===== config.mk =====
export PLATFORM = sky130hd
export DESIGN_NAME = jtopl_slot_wr
export DESIGN_NICKNAME = d
export VERILOG_FILES = /design/src/rtl/jtopl_slot_wr_pkg.sv /design/src/rtl/jtopl_slot_wr_fifo.sv /design/src/rtl/jtopl_slot_wr.sv
export SDC_FILE = /design/constraint.sdc
export NUM_CORES = 1
export LEC_CHECK = 0
export BUFFER_PORTS_ARGS = -buffer_cell sky130_fd_sc_hd__buf_2
export CAP_MARGIN = 10
export CORE_ASPECT_RATIO = 0.75
export CORE_MARGIN = 10
export CORE_UTILIZATION = 50
export CTS_BUF_LIST = sky130_fd_sc_hd__clkbuf_16
export DETAILED_ROUTE_END_ITERATION = 6
export PLACE_DENSITY = 0.71
export RECOVER_POWER = 100
export SLEW_MARGIN = 40
export SYNTH_ARGS = -nofsm -noshare
export SYNTH_HDL_FRONTEND = slang
export SYNTH_SLANG_ARGS = --single-unit

===== constraint.sdc =====
create_clock -name clk -period 3.1 [get_ports clk]
set_clock_uncertainty 0.05 [all_clocks]
set_input_delay 0 -clock clk [delete_from_list [all_inputs] [get_ports clk]]
set_output_delay 0 -clock clk [all_outputs]
set_load 0.03 [all_outputs]

===== src/rtl/jtopl_slot_wr_pkg.sv =====
// Shared definitions for the slot-aligned register write scheduler:
// register classes, slot position layout and operator-offset decoding.
package jtopl_slot_wr_pkg;

    localparam logic [2:0] CLS_AMVIB = 3'b001;
    localparam logic [2:0] CLS_KSLTL = 3'b010;
    localparam logic [2:0] CLS_ARDR  = 3'b011;
    localparam logic [2:0] CLS_SLRR  = 3'b100;
    localparam logic [2:0] CLS_WS    = 3'b111;

    typedef struct packed {
        logic [1:0] grp;
        logic [2:0] sub;
    } slot_pos_t;

    typedef struct packed {
        slot_pos_t  pos;
        logic [2:0] cls;
        logic [7:0] data;
    } wr_entry_t;

    // True for addresses that name an operator register in one of the
    // per-operator classes; channel registers and unused offsets fail.
    function automatic logic op_addr_valid(input logic [7:0] a);
        logic cls_ok;
        case (a[7:5])
            CLS_AMVIB, CLS_KSLTL, CLS_ARDR, CLS_SLRR, CLS_WS: cls_ok = 1'b1;
            default:                                         cls_ok = 1'b0;
        endcase
        return cls_ok && (a[4:3] != 2'b11) && (a[2:0] < 3'd6);
    endfunction

endpackage


===== src/rtl/jtopl_slot_wr_fifo.sv =====
// Generic synchronous FIFO; the head word is read combinationally from the
// storage array so the consumer can compare it in the same cycle.
module jtopl_slot_wr_fifo #(
    parameter int DEPTH = 4,
    parameter int WIDTH = 16
) (
    input  logic                       clk,
    input  logic                       rst,
    input  logic                       push,
    input  logic                       pop,
    input  logic [WIDTH-1:0]           din,
    output logic [WIDTH-1:0]           dout,
    output logic                       full,
    output logic                       empty,
    output logic [$clog2(DEPTH):0]     count
);
    localparam int AW = $clog2(DEPTH);

    logic [WIDTH-1:0] mem [DEPTH];
    logic [AW-1:0]    wr_ptr_reg;
    logic [AW-1:0]    rd_ptr_reg;
    logic [AW:0]      count_reg;
    logic             do_push;
    logic             do_pop;

    assign full    = (count_reg == (AW+1)'(DEPTH));
    assign empty   = (count_reg == '0);
    assign count   = count_reg;
    assign dout    = mem[rd_ptr_reg];
    assign do_pop  = pop && !empty;
    // A push into a full queue is only legal when the head leaves this edge.
    assign do_push = push && (!full || do_pop);

    always_ff @(posedge clk) begin
        if (do_push)
            mem[wr_ptr_reg] <= din;
    end

    always_ff @(posedge clk or posedge rst) begin
        if (rst) begin
            wr_ptr_reg <= '0;
            rd_ptr_reg <= '0;
            count_reg  <= '0;
        end else begin
            if (do_push)
                wr_ptr_reg <= wr_ptr_reg + 1'b1;
            if (do_pop)
                rd_ptr_reg <= rd_ptr_reg + 1'b1;
            case ({do_push, do_pop})
                2'b10:   count_reg <= count_reg + 1'b1;
                2'b01:   count_reg <= count_reg - 1'b1;
                default: count_reg <= count_reg;
            endcase
        end
    end

endmodule


===== src/rtl/jtopl_slot_wr.sv =====
// Queues CPU operator-register writes and presents each one to the register
// banks during the slot of its target operator, strictly in arrival order.
module jtopl_slot_wr
    import jtopl_slot_wr_pkg::*;
#(
    parameter int DEPTH = 4
) (
    input  logic       clk,
    input  logic       rst,
    input  logic       cen,
    input  logic [1:0] group,
    input  logic [2:0] subslot,
    input  logic       write,
    input  logic [7:0] addr,
    input  logic [7:0] din,
    output logic       busy,
    output logic       full,
    output logic       ovr,
    output logic       upd_valid,
    output logic [2:0] upd_sel,
    output logic [7:0] upd_data
);
    localparam int AW = $clog2(DEPTH);

    wr_entry_t   push_entry;
    wr_entry_t   head_entry;
    slot_pos_t   cur_pos;
    logic        push;
    logic        pop;
    logic        fifo_full;
    logic        fifo_empty;
    logic [AW:0] fifo_count;
    logic        ovr_reg;

    assign push_entry.pos.grp = addr[4:3];
    assign push_entry.pos.sub = addr[2:0];
    assign push_entry.cls     = addr[7:5];
    assign push_entry.data    = din;

    assign cur_pos.grp = group;
    assign cur_pos.sub = subslot;

    assign push = write && op_addr_valid(addr);
    assign pop  = cen && upd_valid;

    jtopl_slot_wr_fifo #(
        .DEPTH (DEPTH),
        .WIDTH ($bits(wr_entry_t))
    ) u_fifo (
        .clk   (clk),
        .rst   (rst),
        .push  (push),
        .pop   (pop),
        .din   (push_entry),
        .dout  (head_entry),
        .full  (fifo_full),
        .empty (fifo_empty),
        .count (fifo_count)
    );

    assign busy      = !fifo_empty;
    assign full      = fifo_full;
    assign upd_valid = busy && (head_entry.pos == cur_pos);
    assign upd_sel   = busy ? head_entry.cls  : 3'd0;
    assign upd_data  = busy ? head_entry.data : 8'd0;
    assign ovr       = ovr_reg;

    // Only a push that the FIFO really refuses counts as an overrun.
    always_ff @(posedge clk or posedge rst) begin
        if (rst)
            ovr_reg <= 1'b0;
        else if (push && (fifo_count == (AW+1)'(DEPTH)) && !pop)
            ovr_reg <= 1'b1;
    end

endmodule


=== Yosys cells after proc, flatten, opt, wreduce, memory -nomap -nowiden ===
Memory sizes are Yosys's and may differ from the RTL's.
Cells that the tools add are included.

* Bits in registers: 8
* RAM bits: 64
* Input bits: 25
* Logic and storage cells: 42
* Memories kept: 1

{| class="wikitable"
|+ Memories
! name !! depth !! bits a word !! rd ports !! clocked after memory_dff !! write ports !! line !! text
|-
| u_fifo.mem || 4 || 16 || 1 || 0 || 1 || jtopl_slot_wr_fifo.sv:19 || <nowiki>logic [WIDTH-1:0] mem [DEPTH];</nowiki>
|}

* $add $sub $neg: 4
* Order comparisons: 1
* Equality and inequality tests: 10
* Mux-type cells: 6
* Reduce and logical (&&, ||, !) cells: 16

{| class="wikitable"
|+ Operators by type and width
! kind !! number
|-
| $eq A3 B3 Y1 const B || 3
|-
| $logic_and A1 B1 Y1 || 9
|-
| $mux W8 || 1
|-
| $eq A3 B2 Y1 const B || 2
|-
| $pmux W3 S2 || 1
|-
| $eq A5 B5 Y1 || 1
|-
| $reduce_or A5 Y1 || 1
|-
| $add A2 B1 Y2 const B || 2
|-
| $add A3 B1 Y3 const B || 1
|-
| $eq A3 B1 Y1 const B || 1
|-
| $logic_not A1 Y1 || 3
|-
| $logic_not A3 Y1 || 1
|-
| $lt A3 B3 Y1 const B || 1
|-
| $mux W1 || 3
|-
| $mux W3 || 1
|-
| $sub A3 B1 Y3 const B || 1
|-
| $eq A2 B1 Y1 const B || 1
|-
| $eq A2 B2 Y1 const B || 1
|-
| $ne A2 B2 Y1 const B || 1
|-
| $reduce_bool A2 Y1 || 1
|-
| $logic_or A1 B1 Y1 || 1
|}

=== Depth between registers and ports, before layout ===
Gate-level depths: netlist of the first run.

* Word-level depth: 9
* Depth in mapped cells: 12
* Mapped depth without buffers: 11

=== Modules after synthesis ===
From an unflattened synthesis of the first run, not the netlist that was laid out.

* Cells, all modules: 155
* Area total of the unflattened synthesis: 2977.9 sq um

{| class="wikitable"
|+ Modules (own cells, without submodules)
! module !! times used !! cells an instance !! area each (sq um) !! sequential area each (sq um)
|-
| jtopl_slot_wr_fifo || 1 || 123 || 2745.1 || 2097.0
|-
| jtopl_slot_wr || 1 || 32 || 232.7 || 25.0
|}

=== Worst setup path before layout of the first run ===
OpenSTA, ideal clock, no wires.

* Path type: register to register
* Start: register u_fifo.count_reg[0] (netlist: u_fifo.count[0])
* End: register u_fifo.count_reg[2] (netlist: u_fifo.count[2])
* Arrival: 2.886 ns
* Data required time: 2.971 ns
* Path slack: 0.085 ns
* Cell stages (with the launch flop): 10
* Buffers on the path: 0
* Cell sequence: dfrtp_1 > nor3b_1 > o31ai_4 > nand2_1 > ha_1 > inv_1 > fa_1 > xor2_1 > nor2_1 > xor2_1

* Elaborated cells between the ends (all ways): 15
* Classes of those cells: 2 x add/sub; 3 x eq/ne; 1 x mux; 9 x reduce/logical

{| class="wikitable"
|+ RTL lines
! what !! line !! text
|-
| from (decl) || jtopl_slot_wr_fifo.sv:22 || <nowiki>logic [AW:0] count_reg;</nowiki>
|-
| from (signal assigned) || jtopl_slot_wr_fifo.sv:50 || <nowiki>2'b10: count_reg <= count_reg + 1'b1;</nowiki>
|-
| from (signal assigned) || jtopl_slot_wr_fifo.sv:51 || <nowiki>2'b01: count_reg <= count_reg - 1'b1;</nowiki>
|-
| from (signal assigned) || jtopl_slot_wr_fifo.sv:52 || <nowiki>default: count_reg <= count_reg;</nowiki>
|-
| $eq A3 B3 Y1 (*) || jtopl_slot_wr_fifo.sv:26 || <nowiki>assign full = (count_reg == (AW+1)'(DEPTH));</nowiki>
|-
| via full || jtopl_slot_wr.sv:17 || <nowiki>output logic full,</nowiki>
|-
| $logic_not A1 Y1 (*) || jtopl_slot_wr_fifo.sv:32 || <nowiki>assign do_push = push && (!full || do_pop);</nowiki>
|-
| $logic_or A1 B1 Y1 (*) || jtopl_slot_wr_fifo.sv:32 ||
|-
| $logic_and A1 B1 Y1 (*) || jtopl_slot_wr_fifo.sv:32 ||
|-
| $eq A2 B1 Y1 or $eq A2 B2 Y1 (tied branches) || jtopl_slot_wr_fifo.sv:49 || <nowiki>case ({do_push, do_pop})</nowiki>
|-
| $pmux W3 S2 or $reduce_bool A2 Y1 (tied branches) || - ||
|}

The timed path passes the listed nets; every way through them passes the cells marked *.
A chain may end at the register's enable or synchronous reset.

=== Worst setup path after layout of the first run ===
* Start: register u_fifo.rd_ptr_reg[0]
* End: register u_fifo.count_reg[2] (netlist: u_fifo.count[2])

* Longest elaborated chain between the ends: 9
* Elaborated cells between the ends (all ways): 11
* Classes of those cells: 3 x eq/ne; 1 x mux; 6 x reduce/logical; 1 x memory

{| class="wikitable"
|+ RTL lines
! what !! line !! text
|-
| from (decl) || jtopl_slot_wr_fifo.sv:21 || <nowiki>logic [AW-1:0] rd_ptr_reg;</nowiki>
|-
| from (signal assigned) || jtopl_slot_wr_fifo.sv:48 || <nowiki>rd_ptr_reg <= rd_ptr_reg + 1'b1;</nowiki>
|-
| $mem_v2 Z4 W16 (*) || - ||
|-
| $eq A5 B5 Y1 (*) || jtopl_slot_wr.sv:63 || <nowiki>assign upd_valid = busy && (head_entry.pos == cur_pos);</nowiki>
|-
| $logic_and A1 B1 Y1 (*) || jtopl_slot_wr.sv:63 ||
|-
| $logic_and A1 B1 Y1 (*) || jtopl_slot_wr.sv:44 || <nowiki>assign pop = cen && upd_valid;</nowiki>
|-
| $logic_and A1 B1 Y1 (*) || jtopl_slot_wr_fifo.sv:30 || <nowiki>assign do_pop = pop && !empty;</nowiki>
|-
| via u_fifo.do_pop || jtopl_slot_wr_fifo.sv:24 || <nowiki>logic do_pop;</nowiki>
|-
| $logic_or A1 B1 Y1 || jtopl_slot_wr_fifo.sv:32 ||
|-
| $logic_and A1 B1 Y1 || jtopl_slot_wr_fifo.sv:32 ||
|-
| $eq A2 B1 Y1 or $eq A2 B2 Y1 (tied branches) || jtopl_slot_wr_fifo.sv:49 ||
|-
| $pmux W3 S2 or $reduce_bool A2 Y1 (tied branches) || - ||
|}

Marks and branches as above.

==> qor.yml, run 1 <==
status:
  status: "complete, no violations"
clock_network:
  clk_latency_ns: 0.32
  cts_tree: "built"
  cts_max_level: 3
  cts_buffers: 9
  clkSinkCount: 72
  path_clk_slew_ns: 0.05
  cts_buffer_depth: 2
  cts_root_buf: "clkbuf_16"
power:
  seqPwrFrac_pct: 38.1
  power.density_nw_per_um2: 864
  cell_internal_pwr_mw: 2.29
  clockPowerShare_pct: 31.1
  p_sw_mw: 1.03
  p_leak_nw: 1.37
  finalPower_mw: 3.32
  comb_power_share_pct: 30.9
  vdd_ir_drop_max_v: 0.000482
  p_sw_share_pct: 31.1
place:
  gp_congestion: 0.972
  placed_cells: 290
  place_area_sq_um: 3430
  dp_hpwl_mm: 4.24
  portBuffers: 39
logic_synthesis:
  synth_fa_ha_area_share_pct: 2.70
  seq_area_frac_synth_pct: 69.4
  muxShareOfSynthArea_pct: 12.5
  ys_warn_count: 0
  ys_async_sr_fraction_pct: 11.1
  synth_ff_type: "edfxtp_1"
  synth_area_per_cell_sq_um: 18.6
  synth_xor_area_share_pct: 3.40
  syn-cell-area_sq_um: 3060
  synth_simple_gate_area_share_pct: 7.45
  synth_edf_count: 64
  synth_cell_types: 38
  synth_top_family_by_area: "multiplexers"
  synth_compound_area_share_pct: 2.82
  synth_seq_cells: 72
  syn-num-nets: 195
  synth_cells: 164
layout:
  final_area_sq_um: 3840
  drive_gt1_share_pct: 21.6
  largest_reg_flops: 64
  area_delta_synth_final_pct: 25.7
  fin_nets: 272
  post_layout_nonfiller_instances: 324
global_routing:
  grt_antenna_before_repair: 0
  grt-ovfl-total: 0
  grt_max_degree: 14
  grtUsageTotal_pct: 13.4
  grt_pass1_vias: 1904
  grt_pass1_wl_mm: 9.74
job:
  maxCapViolations: 0
floorplanning:
  die_w_um: 110
  die_h_um: 87.7
  fp.coreArea_sq_um: 5890
  rows: 24
  initial_core_util_pct: 52.0
  die_area_sq_um: 9680
  ios: 40
setup_path:
  crit_required_ns: 3.29
  critPathArrivalTime_ns: 3.04
  cp_max_fo: 6
  path_class: "reg2reg"
  cp-start-kind: "register"
  cp-end-kind: "register"
timing:
  fin_tns_setup_ns: 0
  rsz0062_at_grt: "no"
  hold_viol: 0
  setup_viol: 0
  worst_slew_pin_slew_ns: 0.869
  fin_crit_ns: 2.85
  clock.fmax_ghz: 0.351
  finalMaxSlewViolations: 0
  timing.final.crit_share_pct: 92.0
  slew_headroom_pct: 42.1
detailed_routing:
  ant_nets: 0
  wl_met3_um: 453
  viasPerCell: 5.25
  wl_met2_mm: 2.93
  wl_mm: 5.87
  wl_met1_mm: 2.43
  top_layer_used: "met4"
  dr.first_iter.drc_count: 85
  dr_total_vias: 1700
  wl_per_cell_um: 18.1
  drc: 0
  dr.pass1.iters: 4
hold_path:
  worstHoldPathType: "in2reg"
[path summary, 6_finish.rpt]
kind | start | end | slack [ns] | cells after the start
max | u_fifo.rd_ptr_reg[0] | u_fifo.count[2] | 0.25 | 11
min | cen | u_fifo.wr_ptr_reg[1] | 0.04 | 3
max reg2reg | u_fifo.rd_ptr_reg[0] | u_fifo.count[2] | 0.25 | 11
min reg2reg | ovr | ovr | 0.43 | 1
max in group asynchronous | rst | u_fifo.rd_ptr_reg[0] | 2.60 | 3
min in group asynchronous | rst | u_fifo.count[1] | 0.14 | 3
[metrics by stage]
| stage | setup slack [ns] | utilization, % | hold WS, ns |
|---|---|---|---|
| 2_1_floorplan | 0.0846 | - | -0.234 |
| 3_3_place_gp | 0.227 | 58.2 | -0.0952 |
| 3_5_place_dp | 0.117 | 58.2 | -0.0806 |
| 4_1_cts | 0.0998 | 66.3 | 0.0324 |
| 5_1_grt | 0.0264 | 65.2 | 0.0519 |
| 6_report | 0.247 | 65.3 | 0.0426 |
[logic make-up after synthesis]
family                   count (synthesis)
adder cells (fa/ha/maj)                  6
AO/OA/AOI/OAI                           10
XOR/XNOR                                11
multiplexers                            17
AND/OR/NAND/NOR                         36
buffers and inverters                   12
flip-flops                              72
[Yosys cell counts (all sizes together), types with 2 or more instances]
master / n / area, sq um
xor2: 5 / 43.8
edfxtp: 64 / 1920
nor2: 4 / 15.0
ha: 5 / 62.6
inv: 7 / 26.3
o31ai: 2 / 28.8
mux4: 16 / 372
nand4: 2 / 18.8
o211ai: 2 / 15.0
xnor2: 6 / 60.1
buf: 3 / 20.0
nor3: 2 / 20.0
nand2: 5 / 21.3
and2: 12 / 75.1
and3: 5 / 31.3
clkbuf: 2 / 7.51
dfrtp: 8 / 200
[metal layers]
layer / track usage, % / up-vias
met1: 15.6 / 838
met3: 4.92 / 8
met5: 0 / -
met4: 5.36 / 0
met2: 22.2 / 53
li1: - / 801
[worst max-delay path, stage by stage, from the launching register on]
cell and delay [ns]:
dfrtp_2 0.45, buf_4 0.15, mux4_2 0.52, xnor2_2 0.19
nand2_2 0.13, nor3_2 0.21, ha_1 0.21, inv_1 0.06
fa_1 0.37, xor2_1 0.15, nor2_1 0.11, xor2_1 0.17
[power groups by stage]
stage	Combinational, mW	Sequential [mW]	Clock (mW)
final	1.03	1.26	1.03
after global routing	1.13	1.28	1.10
after CTS	1.08	1.27	1.05
after detailed placement	1.06	1.28	0
after global placement	1.04	1.27	0
after floorplan	0.781	1.26	0
[what timing repair did]
| item | 4_1_cts | 5_1_grt |
|---|---|---|
| resized for setup | 0 | 1 |
| endpoints found under the hold margin | 72 | 0 |
| endpoints found under the setup margin | 0 | 2 |
| setup buffers | 0 | 1 |
| hold buffers | 17 | 0 |
[cell type report]
type,count,area [sq um]
multi-input cells,80,882
well taps,78,97.6
inverters,7,26.3
diodes,1,2.50
repair buffers,71,409
clock inverters,6,76.3
clock buffers,9,225
flip-flops and latches,72,2120
fillers,448,2040
[layout by cell type (no fill, tap or decap), drive strengths merged, types with 3 or more instances in the layout]
cell type,instances
dlygate4sd3,17
nand2,5
xor2,5
dfrtp,8
clkbuf,47
ha,5
buf,16
xnor2,6
and2,12
mux4,16
edfxtp,64
nor2,4
inv,8
and3,5
clkinv,3
Power figures use the tool's default switching activity.
==> run 2, diff against run 1 <==
Settings changed: PLACE_DENSITY 0.71 to default, PLACE_DENSITY_LB_ADDON from default to 0.12, RECOVER_POWER 100 to default.
==> qor.yml, run 2 (same netlist as run 1, synthesis figures left out) <==
clock_network:
  path_clk_slew_ns: 0.06  # about the same
  cts_buffer_depth: 2  # unchanged
  cts_buffers: 9  # unchanged
  cts_root_buf: "clkbuf_16"
  clk_latency_ns: 0.32  # about the same
  cts_tree: "built"
  clkSinkCount: 72  # unchanged
  cts_max_level: 3  # unchanged
setup_path:
  cp-start-kind: "register"
  critPathArrivalTime_ns: 3.08  # +0.04 ns
  crit_required_ns: 3.29  # about the same
  cp-end-kind: "register"
  path_class: "reg2reg"
  rr_worst_depth: 10  # -1
  cp_max_fo: 7  # +1
timing:
  hold_viol: 0  # unchanged
  worst_slew_pin_slew_ns: 0.479  # -0.390 ns
  clock.fmax_ghz: 0.346  # -1.3%
  timing.final.crit_share_pct: 93.3  # +1.2 points
  finalMaxSlewViolations: 0  # unchanged
  fin_tns_setup_ns: 0  # unchanged
  slew_headroom_pct: 67.9  # +26 points
  fin_crit_ns: 2.89  # +0.0387 ns
  setup_viol: 0  # unchanged
  rsz0062_at_grt: "no"
global_routing:
  grt_max_degree: 17  # +3
  grt-ovfl-total: 0  # unchanged
  grt_pass1_wl_mm: 9.85  # +1.1%
  grt_antenna_before_repair: 0  # unchanged
  grt_pass1_vias: 1879  # -1.3%
  grtUsageTotal_pct: 13.7  # +0.29 points
detailed_routing:
  dr_total_vias: 1674  # -1.5%
  drc: 0  # unchanged
  dr.pass1.iters: 4  # unchanged
  wl_mm: 6.03  # +2.6%
  dr.first_iter.drc_count: 71  # -16%
  viasPerCell: 5.25  # about the same
  wl_per_cell_um: 18.9  # +4.2%
  ant_nets: 0  # unchanged
layout:
  largest_reg_flops: 64  # unchanged
  fin_nets: 267  # -1.8%
  num-fill-cells: 467  # +4.2%
  drive_gt1_share_pct: 34.4  # +13 points
  final_cell_mix: "edfxtp_1 (64), buf_2 (39), dlygate4sd3_1 (17)"
  post_layout_nonfiller_instances: 319  # -1.5%
  antennaDiodeCount: 0  # -1
  area_delta_synth_final_pct: 26.1
  mostFrequentLayoutCell: "edfxtp_1"
job:
  maxCapViolations: 0  # unchanged
power:
  power.density_nw_per_um2: 856  # -1.0%
  clockPowerShare_pct: 29.5  # -1.6 points
  seqPwrFrac_pct: 38.5  # +0.4 points
  p_sw_share_pct: 32.0  # +0.86 points
  p_leak_nw: 1.44  # +4.6%
  p_sw_mw: 1.06  # +2.1%
  vdd_ir_drop_max_v: 0.000503  # +4.2%
  comb_power_share_pct: 32.0  # +1.1 points
  cell_internal_pwr_mw: 2.24  # -1.9%
floorplanning:
  ios: 40  # unchanged
  fp.coreArea_sq_um: 5890  # unchanged
  initial_core_util_pct: 52.0  # unchanged
  die_area_sq_um: 9680  # unchanged
  die_w_um: 110  # unchanged
  die_h_um: 87.7  # unchanged
  rows: 24  # unchanged
status:
  status: "complete, no violations"
hold_path:
  min_path_cells: 4  # +1
  worstHoldPathType: "in2reg"
place:
  gp_congestion: 0.802  # -18%
  placed_cells: 286  # -1.4%
  dp_hpwl_mm: 4.07  # -4.1%
  portBuffers: 39  # unchanged
## run 2: cell types whose count changed in the layout (fill, tap and decap cells not counted), moves of 2 or more
cell / change
buf_2: +27
buf_4: +6
clkbuf_1: -33
clkbuf_2: -5
clkinvlp_4: +2
## run 2: power groups by stage
| stage | registers, mW | logic (mW) | clock network, mW |
|---|---|---|---|
| floorplan | 1.26 | 0.781 | 0 |
| global placement | 1.28 | 1.03 | 0 |
| detailed placement | 1.29 | 1.05 | 0 |
| CTS | 1.27 | 1.08 | 0.992 |
| global route | 1.29 | 1.15 | 1.04 |
| finish | 1.27 | 1.06 | 0.975 |
## run 2: worst paths after layout
| kind | from | to | slack, ns |
|---|---|---|---|
| setup / recovery | u_fifo.rd_ptr_reg[0] | u_fifo.count[2] | 0.21 |
| hold / removal | cen | u_fifo.rd_ptr_reg[1] | 0.01 |
| setup reg to reg | u_fifo.rd_ptr_reg[0] | u_fifo.count[2] | 0.21 |
| hold reg to reg | ovr | ovr | 0.43 |
| max in group asynchronous | rst | u_fifo.rd_ptr_reg[0] | 2.58 |
| min in group asynchronous | rst | u_fifo.wr_ptr_reg[0] | 0.13 |
## run 2: timing repair
| action | CTS | global route |
|---|---|---|
| endpoints found under the hold margin | 72 | 0 |
| setup buffers | 0 | 0 |
| hold buffers | 17 | 0 |
| setup endpoints to repair | 0 | 2 |
| gates resized for setup | 0 | 1 |
## run 2: per-stage QoR
stage	power [mW]	worst slack, ns	hold WS, ns	area [sq um]	utilization, %
global route	3.48	0.000508	0.0404	3860	65.5
floorplan	2.04	0.0846	-0.234	3060	-
finish	3.30	0.209	0.0105	3860	65.5
global placement	2.31	0.214	-0.0685	3400	57.7
detailed placement	2.34	0.0792	-0.0536	3400	57.7
CTS	3.34	0.0519	0.00225	3860	65.5
## run 2: critical path: stages, from the launching register on
cell,delay [ns]
dfrtp_2,0.48
mux4_2,0.55
xnor2_1,0.22
nand4_2,0.22
nor3_2,0.21
ha_1,0.21
inv_1,0.06
fa_1,0.37
xor2_1,0.15
nor2_1,0.12
xor2_1,0.17
## run 2: cell type report
cell class | count | area (sq um) | area share, %
tap | 78 | 97.6 | 2.53
multi-input combinational | 80 | 882 | 22.9
sequential | 72 | 2120 | 55.0
inverter | 7 | 26.3 | 0.681
clock inverter | 7 | 62.6 | 1.62
clock buffer | 9 | 225 | 5.84
timing repair buffer | 66 | 440 | 11.4
## run 2: per-layer routing
metal | up-vias | share of wire (%) | global-route usage, %
met4 | 0 | 1.1 | 4.42
li1 | 789 | - | -
met3 | 7 | 6.9 | 5.43
met5 | - | 0 | 0
met1 | 837 | 43 | 16.2
met2 | 41 | 49 | 22.4
